`src/rtl/qe_filter.sv`:
```
// Quadrature encoder front end: two-flop pin synchronizers, per-channel glitch
// filters and a registered step/direction decoder with a sticky illegal-transition flag.
module qe_filter #(
  parameter int FW = 4
) (
  input  logic          clk,
  input  logic          rst_n,
  input  logic          i_a_raw,
  input  logic          i_b_raw,
  input  logic [FW-1:0] i_filt_len,
  input  logic          i_en,
  input  logic          i_err_clr,
  output logic          o_i,
  output logic          o_q,
  output logic          o_step,
  output logic          o_dir,
  output logic          o_err
);

  typedef enum logic [1:0] {
    ST_INIT0 = 2'd0,
    ST_INIT1 = 2'd1,
    ST_RUN   = 2'd2
  } state_t;

  state_t        r_state;
  state_t        w_state_nxt;
  logic          r_a_s1;
  logic          r_a_s2;
  logic          r_b_s1;
  logic          r_b_s2;
  logic [FW-1:0] r_a_cnt;
  logic [FW-1:0] r_b_cnt;
  logic [FW-1:0] w_a_cnt_nxt;
  logic [FW-1:0] w_b_cnt_nxt;
  logic          r_i;
  logic          r_q;
  logic          w_i_nxt;
  logic          w_q_nxt;
  logic [1:0]    r_prev;
  logic [1:0]    w_prev_nxt;
  logic [1:0]    w_cur;
  logic [1:0]    w_dec;
  logic          r_step;
  logic          r_dir;
  logic          r_err;
  logic          w_step_nxt;
  logic          w_dir_nxt;
  logic          w_err_nxt;
  logic [FW:0]   w_a_filt;
  logic [FW:0]   w_b_filt;

  // Returns {next output, next counter}; the output only follows s2 after it
  // has differed for filt_len+1 consecutive enabled cycles.
  function automatic logic [FW:0] filt_step(input logic s2, input logic out,
                                            input logic [FW-1:0] cnt,
                                            input logic [FW-1:0] len);
    logic [FW:0] res;
    if (s2 == out) begin
      res = {out, {FW{1'b0}}};
    end else if (cnt == len) begin
      res = {s2, {FW{1'b0}}};
    end else begin
      res = {out, cnt + FW'(1)};
    end
    return res;
  endfunction

  // Returns {up, down} for a (prev -> cur) move of the {i,q} pair.
  function automatic logic [1:0] quad_dec(input logic [1:0] prev, input logic [1:0] cur);
    logic [1:0] res;
    case (prev)
      2'b00:   res = {cur == 2'b10, cur == 2'b01};
      2'b10:   res = {cur == 2'b11, cur == 2'b00};
      2'b11:   res = {cur == 2'b01, cur == 2'b10};
      2'b01:   res = {cur == 2'b00, cur == 2'b11};
      default: res = 2'b00;
    endcase
    return res;
  endfunction

  assign w_a_filt = filt_step(r_a_s2, r_i, r_a_cnt, i_filt_len);
  assign w_b_filt = filt_step(r_b_s2, r_q, r_b_cnt, i_filt_len);
  assign w_cur    = {r_i, r_q};
  assign w_dec    = quad_dec(r_prev, w_cur);

  // Next-state logic: startup sequencing, filtering and decoding.
  always_comb begin
    w_state_nxt = r_state;
    w_a_cnt_nxt = r_a_cnt;
    w_b_cnt_nxt = r_b_cnt;
    w_i_nxt     = r_i;
    w_q_nxt     = r_q;
    w_prev_nxt  = r_prev;
    w_step_nxt  = 1'b0;
    w_dir_nxt   = r_dir;
    w_err_nxt   = i_err_clr ? 1'b0 : r_err;
    case (r_state)
      ST_INIT0: begin
        w_state_nxt = ST_INIT1;
      end
      ST_INIT1: begin
        // Seed outputs with the value s2 takes on this edge so nothing looks like a move.
        w_state_nxt = ST_RUN;
        w_i_nxt     = r_a_s1;
        w_q_nxt     = r_b_s1;
        w_prev_nxt  = {r_a_s1, r_b_s1};
        w_a_cnt_nxt = {FW{1'b0}};
        w_b_cnt_nxt = {FW{1'b0}};
      end
      ST_RUN: begin
        w_prev_nxt = w_cur;
        if (i_en) begin
          {w_i_nxt, w_a_cnt_nxt} = w_a_filt;
          {w_q_nxt, w_b_cnt_nxt} = w_b_filt;
          if (w_dec[1]) begin
            w_step_nxt = 1'b1;
            w_dir_nxt  = 1'b1;
          end else if (w_dec[0]) begin
            w_step_nxt = 1'b1;
            w_dir_nxt  = 1'b0;
          end else if (w_cur == ~r_prev) begin
            w_err_nxt = 1'b1;
          end else begin
            w_step_nxt = 1'b0;
          end
        end else begin
          w_a_cnt_nxt = {FW{1'b0}};
          w_b_cnt_nxt = {FW{1'b0}};
        end
      end
      default: begin
        w_state_nxt = ST_INIT0;
      end
    endcase
  end

  // State and datapath registers; synchronizers run whatever the enable says.
  always_ff @(posedge clk or negedge rst_n) begin
    if (!rst_n) begin
      r_state <= ST_INIT0;
      r_a_s1  <= 1'b0;
      r_a_s2  <= 1'b0;
      r_b_s1  <= 1'b0;
      r_b_s2  <= 1'b0;
      r_a_cnt <= {FW{1'b0}};
      r_b_cnt <= {FW{1'b0}};
      r_i     <= 1'b0;
      r_q     <= 1'b0;
      r_prev  <= 2'b00;
      r_step  <= 1'b0;
      r_dir   <= 1'b0;
      r_err   <= 1'b0;
    end else begin
      r_state <= w_state_nxt;
      r_a_s1  <= i_a_raw;
      r_a_s2  <= r_a_s1;
      r_b_s1  <= i_b_raw;
      r_b_s2  <= r_b_s1;
      r_a_cnt <= w_a_cnt_nxt;
      r_b_cnt <= w_b_cnt_nxt;
      r_i     <= w_i_nxt;
      r_q     <= w_q_nxt;
      r_prev  <= w_prev_nxt;
      r_step  <= w_step_nxt;
      r_dir   <= w_dir_nxt;
      r_err   <= w_err_nxt;
    end
  end

  assign o_i    = r_i;
  assign o_q    = r_q;
  assign o_step = r_step;
  assign o_dir  = r_dir;
  assign o_err  = r_err;

endmodule

```
`config.mk`:
```
export PLATFORM = sky130hd
export DESIGN_NAME = qe_filter
export DESIGN_NICKNAME = d
export VERILOG_FILES = /design/src/rtl/qe_filter.sv
export SDC_FILE = /design/constraint.sdc
export NUM_CORES = 1
export LEC_CHECK = 0
export CORE_AREA = 5 5 53 55
export CTS_CLUSTER_SIZE = 16
export DETAILED_ROUTE_END_ITERATION = 8
export DIE_AREA = 0 0 58 60
export GPL_TIMING_DRIVEN = 0
export PLACE_DENSITY_LB_ADDON = 0.3
export SYNTH_ARGS = -nofsm -noshare
export SYNTH_HDL_FRONTEND = slang
export SYNTH_SLANG_ARGS = --single-unit
```
`constraint.sdc`:
```
create_clock -name clk -period 1.6 [get_ports clk]
set_input_delay 0.16 -clock clk [delete_from_list [all_inputs] [get_ports clk]]
set_output_delay 0.16 -clock clk [all_outputs]
set_load 0.02 [all_outputs]
```
==> impl_metrics.json, run 1 <==
{
  "async_flop_share_pct": 100.0,
  "min_period_ps": 1505,
  "cts_tree": "built",
  "cts_hold_buf": 0,
  "synth_ff_type": "dfrtp_1",
  "holdPathStages": 1,
  "start_kind": "flip-flop",
  "p_per_area_mw_per_mm2": 993.9,
  "path_clk_slew_ps": 120,
  "wire_per_inst_um": 13.01,
  "coreArea_sq_mm": 0.002342,
  "final_common_cell": "dfrtp_1",
  "worstMarginPinSlew_ps": 908.0,
  "leakage_nw": 0.5724,
  "die_h_um": 60,
  "synth-edff-count": 0,
  "critPathCaptureType": "flip-flop",
  "initial_core_util_pct": 48.99,
  "synth_xor_xnor_area_share_pct": 11.45,
  "numCtsBuffers": 3,
  "critPathBufInv": 2,
  "drc_errors": 0,
  "cts_root_buf": "clkbuf_4",
  "finalPower_mw": 1.349,
  "synth_compound_area_share_pct": 11.34,
  "grt_pass1_wl_um": 3732,
  "final_cell_mix": "dfrtp_1 (21), xnor2_1 (15), clkdlybuf4s50_1 (14)",
  "crit_fanout": 10,
  "dpl-instance-area_sq_mm": 0.001325,
  "firstDrtPassIters": 4,
  "fin_crit_sh_pct": 94.06,
  "netlist_area_sq_mm": 0.001147,
  "diodes": 0,
  "top_usage_layer": "met2",
  "num-fill-cells": 209,
  "drive_above_1_share_pct": 10.69,
  "first_iter_violations": 15,
  "rows": 18,
  "postCtsSetupRepairBufs": 0,
  "crit_slowest_cell": "dfrtp_1",
  "clock.fmax_ghz": 0.6645,
  "grt-ovfl-total": 0,
  "worstPathRequired_ps": 1790,
  "setup_viol": 0,
  "syn_avg_cell_area_sq_um": 10.15,
  "synth_top_area_share_pct": 45.80,
  "area_delta_synth_final_pct": 18.32,
  "antenna_found_initial": 0,
  "post_cts_resized": 0,
  "cp_top_family": "flip-flops",
  "vias_per_cell": 5.236,
  "synthSimpleGateAreaFrac_pct": 12.65,
  "dp_hpwl_um": 1631,
  "clockBufferDepth": 2,
  "ant_nets": 0,
  "yosys-top-cells-area": "dfrtp_1 (46%), xnor2_1 (11%), mux2i_1 (6.1%)",
  "vdd_ir_drop_max_uv": 695.7,
  "num_vias": 843,
  "worst_skew_pair.late_latency_ps": 300,
  "synthDistinctLibCells": 28,
  "grt_max_degree": 22,
  "hold_class": "input port to flip-flop",
  "cpPeakStageDelay_ps": 400,
  "rsz0062_at_grt": "yes",
  "met3_usage_pct": 2.376,
  "synth_top_family_by_area": "simple AND/OR/NAND/NOR gates",
  "syn_nets": 128,
  "slew_headroom_pct": 39.28,
  "place_inst": 157,
  "drv_slew": 0,
  "nNetsFinal": 147,
  "maxCapViolCount": 0,
  "wl_um": 2094,
  "synth_mux_area_share_pct": 7.088,
  "finalHoldViolCount": 0,
  "postSynthCellCount": 113,
  "yosysTopAreaCell": "dfrtp_1",
  "crit_chain": "inv_1, ha_1, buf_4, and3_1, o211ai_1, o21ai_1",
  "r2r_cells": 6,
  "instances_no_fill": 161,
  "cts.htree.levels": 1,
  "finalWeightedCongestion": 0.7763,
  "seq_area_frac_synth_pct": 45.80,
  "finClkSkew_ps": 1.918,
  "grt_use_met2_pct": 23.71,
  "path_depth": 6,
  "timing.hold.ws_ps": 285.0,
  "grt_pass1_vias": 857,
  "status": "completed",
  "ys_seq_elements": 21,
  "io_pins": 15,
  "design_area_sq_mm": 0.001358,
  "utilization_pct": 57.96,
  "grtUsageMet1_pct": 17.19,
  "yosys.area_share.adder_pct": 5.453,
  "grt_usage_pct": 13.72,
  "critical_path_class": "flip-flop to flip-flop",
  "synth_warnings": 0,
  "cts_sinks": 21,
  "fp.dieW_um": 58,
  "port_buffers": 14,
  "cp.arrival_ps": 1700,
  "die-area_sq_mm": 0.003480
}
[per-stage QoR]
stage | setup WS, ps | setup TNS, ps
2_1_floorplan | 258.3 | 0
3_3_place_gp | 142.4 | 0
3_5_place_dp | 87.51 | 0
4_1_cts | 66.90 | 0
5_1_grt | -21.96 | -21.96
6_report | 95.01 | 0
[path summary, 6_finish.rpt]
kind / slack, ps / end / from
min in group asynchronous: 360 / r_b_cnt[3]$_DFFE_PN0P_ / rst_n
min: 290 / r_b_s1$_DFF_PN0_ / i_b_raw
min reg2reg: 440 / r_a_s2$_DFF_PN0_ / r_a_s1$_DFF_PN0_
max in group asynchronous: 690 / r_a_s2$_DFF_PN0_ / rst_n
max reg2reg: 100 / r_b_cnt[2]$_DFFE_PN0P_ / r_state[0]$_DFFE_PN0N_
max: 100 / r_b_cnt[2]$_DFFE_PN0P_ / r_state[0]$_DFFE_PN0N_
[worst register-to-register path: cells and delay by family, from the launching register on]
| family | cells | cell delay, ps |
|---|---|---|
| AOI/OAI and AO/OA | 2 | 240 |
| and+or+nand+nor | 1 | 190 |
| DFF | 1 | 400 |
| adders and majority gates | 1 | 330 |
| buffers and inverters | 2 | 250 |
[where the power goes]
group	internal, mW	switching (mW)	total [mW]
clock network	0.0930	0.159	0.252
registers	0.601	0.0605	0.661
logic	0.226	0.209	0.436
total	0.920	0.429	1.35
[cells by family (layout without fill, tap and decap cells)]
kind of cell,count (synthesis),count (layout)
adder cells (fa/ha/maj),5,5
flip-flops,21,21
AND/OR/NAND/NOR,27,27
XOR/XNOR,15,15
buffers and inverters,15,33
AO/OA/AOI/OAI,22,22
multiplexers,8,8
[area by class of cell]
type / instances / area [sq um] / share of cell area [%]
sequential: 21 / 525.5 / 38.71
clock inverter: 1 / 5.005 / 0.3687
buffer: 5 / 36.28 / 2.673
multi-input combinational: 77 / 553.0 / 40.74
clock buffer: 3 / 22.52 / 1.659
timing repair buffer: 14 / 140.1 / 10.32
tap: 30 / 37.54 / 2.765
inverter: 10 / 37.54 / 2.765
[per-layer routing]
| layer | up-vias | wire, um |
|---|---|---|
| li1 | 424 | - |
| met1 | 403 | 957 |
| met2 | 12 | 1044 |
| met3 | 4 | 64 |
| met4 | 0 | 27 |
| met5 | - | 0 |
[registers in the layout (all words and copies together) (netlist names)]
| signal | count |
|---|---|
| r_a_s2 | 1 |
| r_b_s1 | 1 |
| o_q | 1 |
| o_step | 1 |
| o_i | 1 |
| r_a_cnt | 4 |
| o_err | 1 |
| r_state | 2 |
| o_dir | 1 |
| r_b_s2 | 1 |
| r_a_s1 | 1 |
| r_prev | 2 |
| r_b_cnt | 4 |
[cell usage after synthesis (all sizes together) (2+ instances only)]
master,n
dfrtp,21
xnor2,15
inv,10
nor2,8
mux2i,7
nand2,7
a21oi,6
o21ai,6
buf,5
ha,5
nand3,4
o22ai,4
and3,2
nand4,2
nor3b,2
o211ai,2
No activity file was read; power rests on OpenSTA's default activity.
==> inputs of run 2 (changes only) <==
- HOLD_SLACK_MARGIN: not set -> 0.12
- REMOVE_ABC_BUFFERS: not set -> 1
- SKIP_CTS_REPAIR_TIMING: not set -> 1
==> run 2 against run 1 <==
  * Critical path depth did not move
  * Global-route usage fell by 0.69 points
  * Power fell by 0.37%
  * First-iteration DRC count fell by 27%
  * Maximum frequency rose by 0.67%
  * Design area fell by 0.55%
  * Count of clock-buffer cells in the layout rose by 1
  * Sequential share of layout area rose by 0.40 points
  * Final cell count fell by 3.1%
  * Core utilization fell by 0.32 points
  * Clock skew rose by 4.0 ps
  * Critical endpoint is now r_b_cnt[3]$_DFFE_PN0P_
==> impl_metrics.json, run 2 (same netlist as run 1, synthesis figures left out) <==
{
  "status": "completed",
  "numCtsBuffers": 3,
  "cts_root_buf": "clkbuf_4",
  "cts.htree.levels": 1,
  "initial_core_util_pct": 48.99,
  "place_inst": 152,
  "grt-ovfl-total": 0,
  "fp.dieW_um": 58,
  "nNetsFinal": 142,
  "drv_slew": 0,
  "min_from": "i_a_raw",
  "multi_input_area_sq_um": 575.6,
  "fin_ws_ps": 105.0,
  "worst_skew_pair.late_latency_ps": 300,
  "hold_path_end": "r_a_s1$_DFF_PN0_",
  "p_per_area_mw_per_mm2": 995.8,
  "die-area_sq_mm": 0.003480,
  "timing.hold.ws_ps": 278.6,
  "grt_usage_pct": 13.03,
  "finalHoldViolCount": 0,
  "r2r_cells": 6,
  "path_clk_slew_ps": 120,
  "grt_pass1_vias": 825,
  "die_h_um": 60,
  "first_iter_violations": 11,
  "crit_fanout": 9,
  "worstPathRequired_ps": 1820,
  "setup_tns_ps": 0,
  "utilization_pct": 57.64,
  "dp_hpwl_um": 1553,
  "holdPathStages": 1,
  "final_cell_mix": "dfrtp_1 (19), xnor2_1 (15), clkdlybuf4s50_1 (12)",
  "maxCapViolCount": 0,
  "min_period_ps": 1495,
  "clockBufferDepth": 2,
  "num-fill-cells": 221,
  "ff2ff_setup_slack_ps": 110,
  "cp.arrival_ps": 1720,
  "final_common_cell": "dfrtp_1",
  "rr_endpoint": "r_b_cnt[3]$_DFFE_PN0P_",
  "clock.fmax_ghz": 0.6689,
  "cts_sinks": 21,
  "cts_tree": "built",
  "reg_top3": "r_a_cnt x4, r_b_cnt x4",
  "finalPower_mw": 1.344,
  "vdd_ir_drop_max_uv": 573.8,
  "wl_um": 2016,
  "seqCellArea_sq_um": 528.0,
  "worstMarginPinSlew_ps": 906.9,
  "coreArea_sq_mm": 0.002342,
  "r2r-start": "r_state[0]$_DFFE_PN0N_",
  "rsz0062_at_grt": "no",
  "finClkSkew_ps": 5.899,
  "diodes": 0,
  "port_buffers": 14,
  "antenna_found_initial": 0,
  "leakage_nw": 0.5751,
  "num_vias": 821,
  "fin_crit_sh_pct": 93.44,
  "area_delta_synth_final_pct": 17.67,
  "firstDrtPassIters": 4,
  "ant_nets": 0,
  "slew_headroom_pct": 39.35,
  "drc_errors": 0,
  "grt_pass1_wl_um": 3470,
  "dpl-instance-area_sq_mm": 0.001291,
  "drive_above_1_share_pct": 8.730,
  "critical_path_class": "flip-flop to flip-flop",
  "setup_viol": 0,
  "design_area_sq_mm": 0.001350,
  "grt_max_degree": 22,
  "vias_per_cell": 5.263,
  "finalWeightedCongestion": 0.7211,
  "critPathCaptureType": "flip-flop",
  "wire_per_inst_um": 12.92,
  "pre_cts_slack_ps": -71.45,
  "start_kind": "flip-flop",
  "rows": 18,
  "instances_no_fill": 156,
  "hold_class": "input port to flip-flop",
  "io_pins": 15
}
==> run 2: changes by cell type in the layout (fill, tap and decap cells not counted), sizes merged <==
cell | previous run | this run
buf | 5 | 0
clkbuf | 3 | 4
clkdlybuf4s50 | 14 | 12
clkinv | 1 | 0
dlymetal6s2s | 0 | 2
==> run 2: worst max-delay path, stage by stage, from the launching register on <==
cell,delay [ps]
dfrtp_1,410
inv_1,160
ha_4,240
nand2_2,120
nor2_1,220
nand2_1,110
o22ai_1,150
==> run 2: final cells by class <==
cell class	instances	area share, %
clock buffer	4	1.946
inverter	10	2.780
multi-input combinational	77	42.63
sequential	21	39.11
tap	30	2.780
timing repair buffer	14	10.75
==> run 2: worst max-delay path by stage <==
stage / cells past startpoint / startpoint / slack (ps) / endpoint
after floorplan: 5 / r_state[0]$_DFFE_PN0N_ / 150 / r_a_cnt[2]$_DFFE_PN0P_
after global placement: 6 / r_state[0]$_DFFE_PN0N_ / -7 / r_a_cnt[0]$_DFFE_PN0P_
after detailed placement: 6 / r_state[0]$_DFFE_PN0N_ / -70 / r_b_cnt[0]$_DFFE_PN0P_
after CTS: 6 / r_state[0]$_DFFE_PN0N_ / -110 / r_b_cnt[0]$_DFFE_PN0P_
after global routing: 6 / r_state[0]$_DFFE_PN0N_ / 20 / r_b_cnt[3]$_DFFE_PN0P_
final: 6 / r_state[0]$_DFFE_PN0N_ / 110 / r_b_cnt[3]$_DFFE_PN0P_
==> run 2: power breakdown <==
part	internal, mW	total (mW)	switching [mW]	leakage [nW]
clock	0.0971	0.256	0.158	0.0150
combinational	0.214	0.403	0.190	0.295
sequential	0.604	0.685	0.0816	0.265
total	0.915	1.34	0.430	0.575
==> run 2: routing by layer <==
metal	part of all wire (%)	track usage [%]	vias up	wire length (um)
li1	-	-	413	-
met1	43	14.46	393	867
met4	1.4	4.967	0	29
met2	51	23.87	11	1034
met5	0	0	-	0
met3	4.2	3.240	4	84
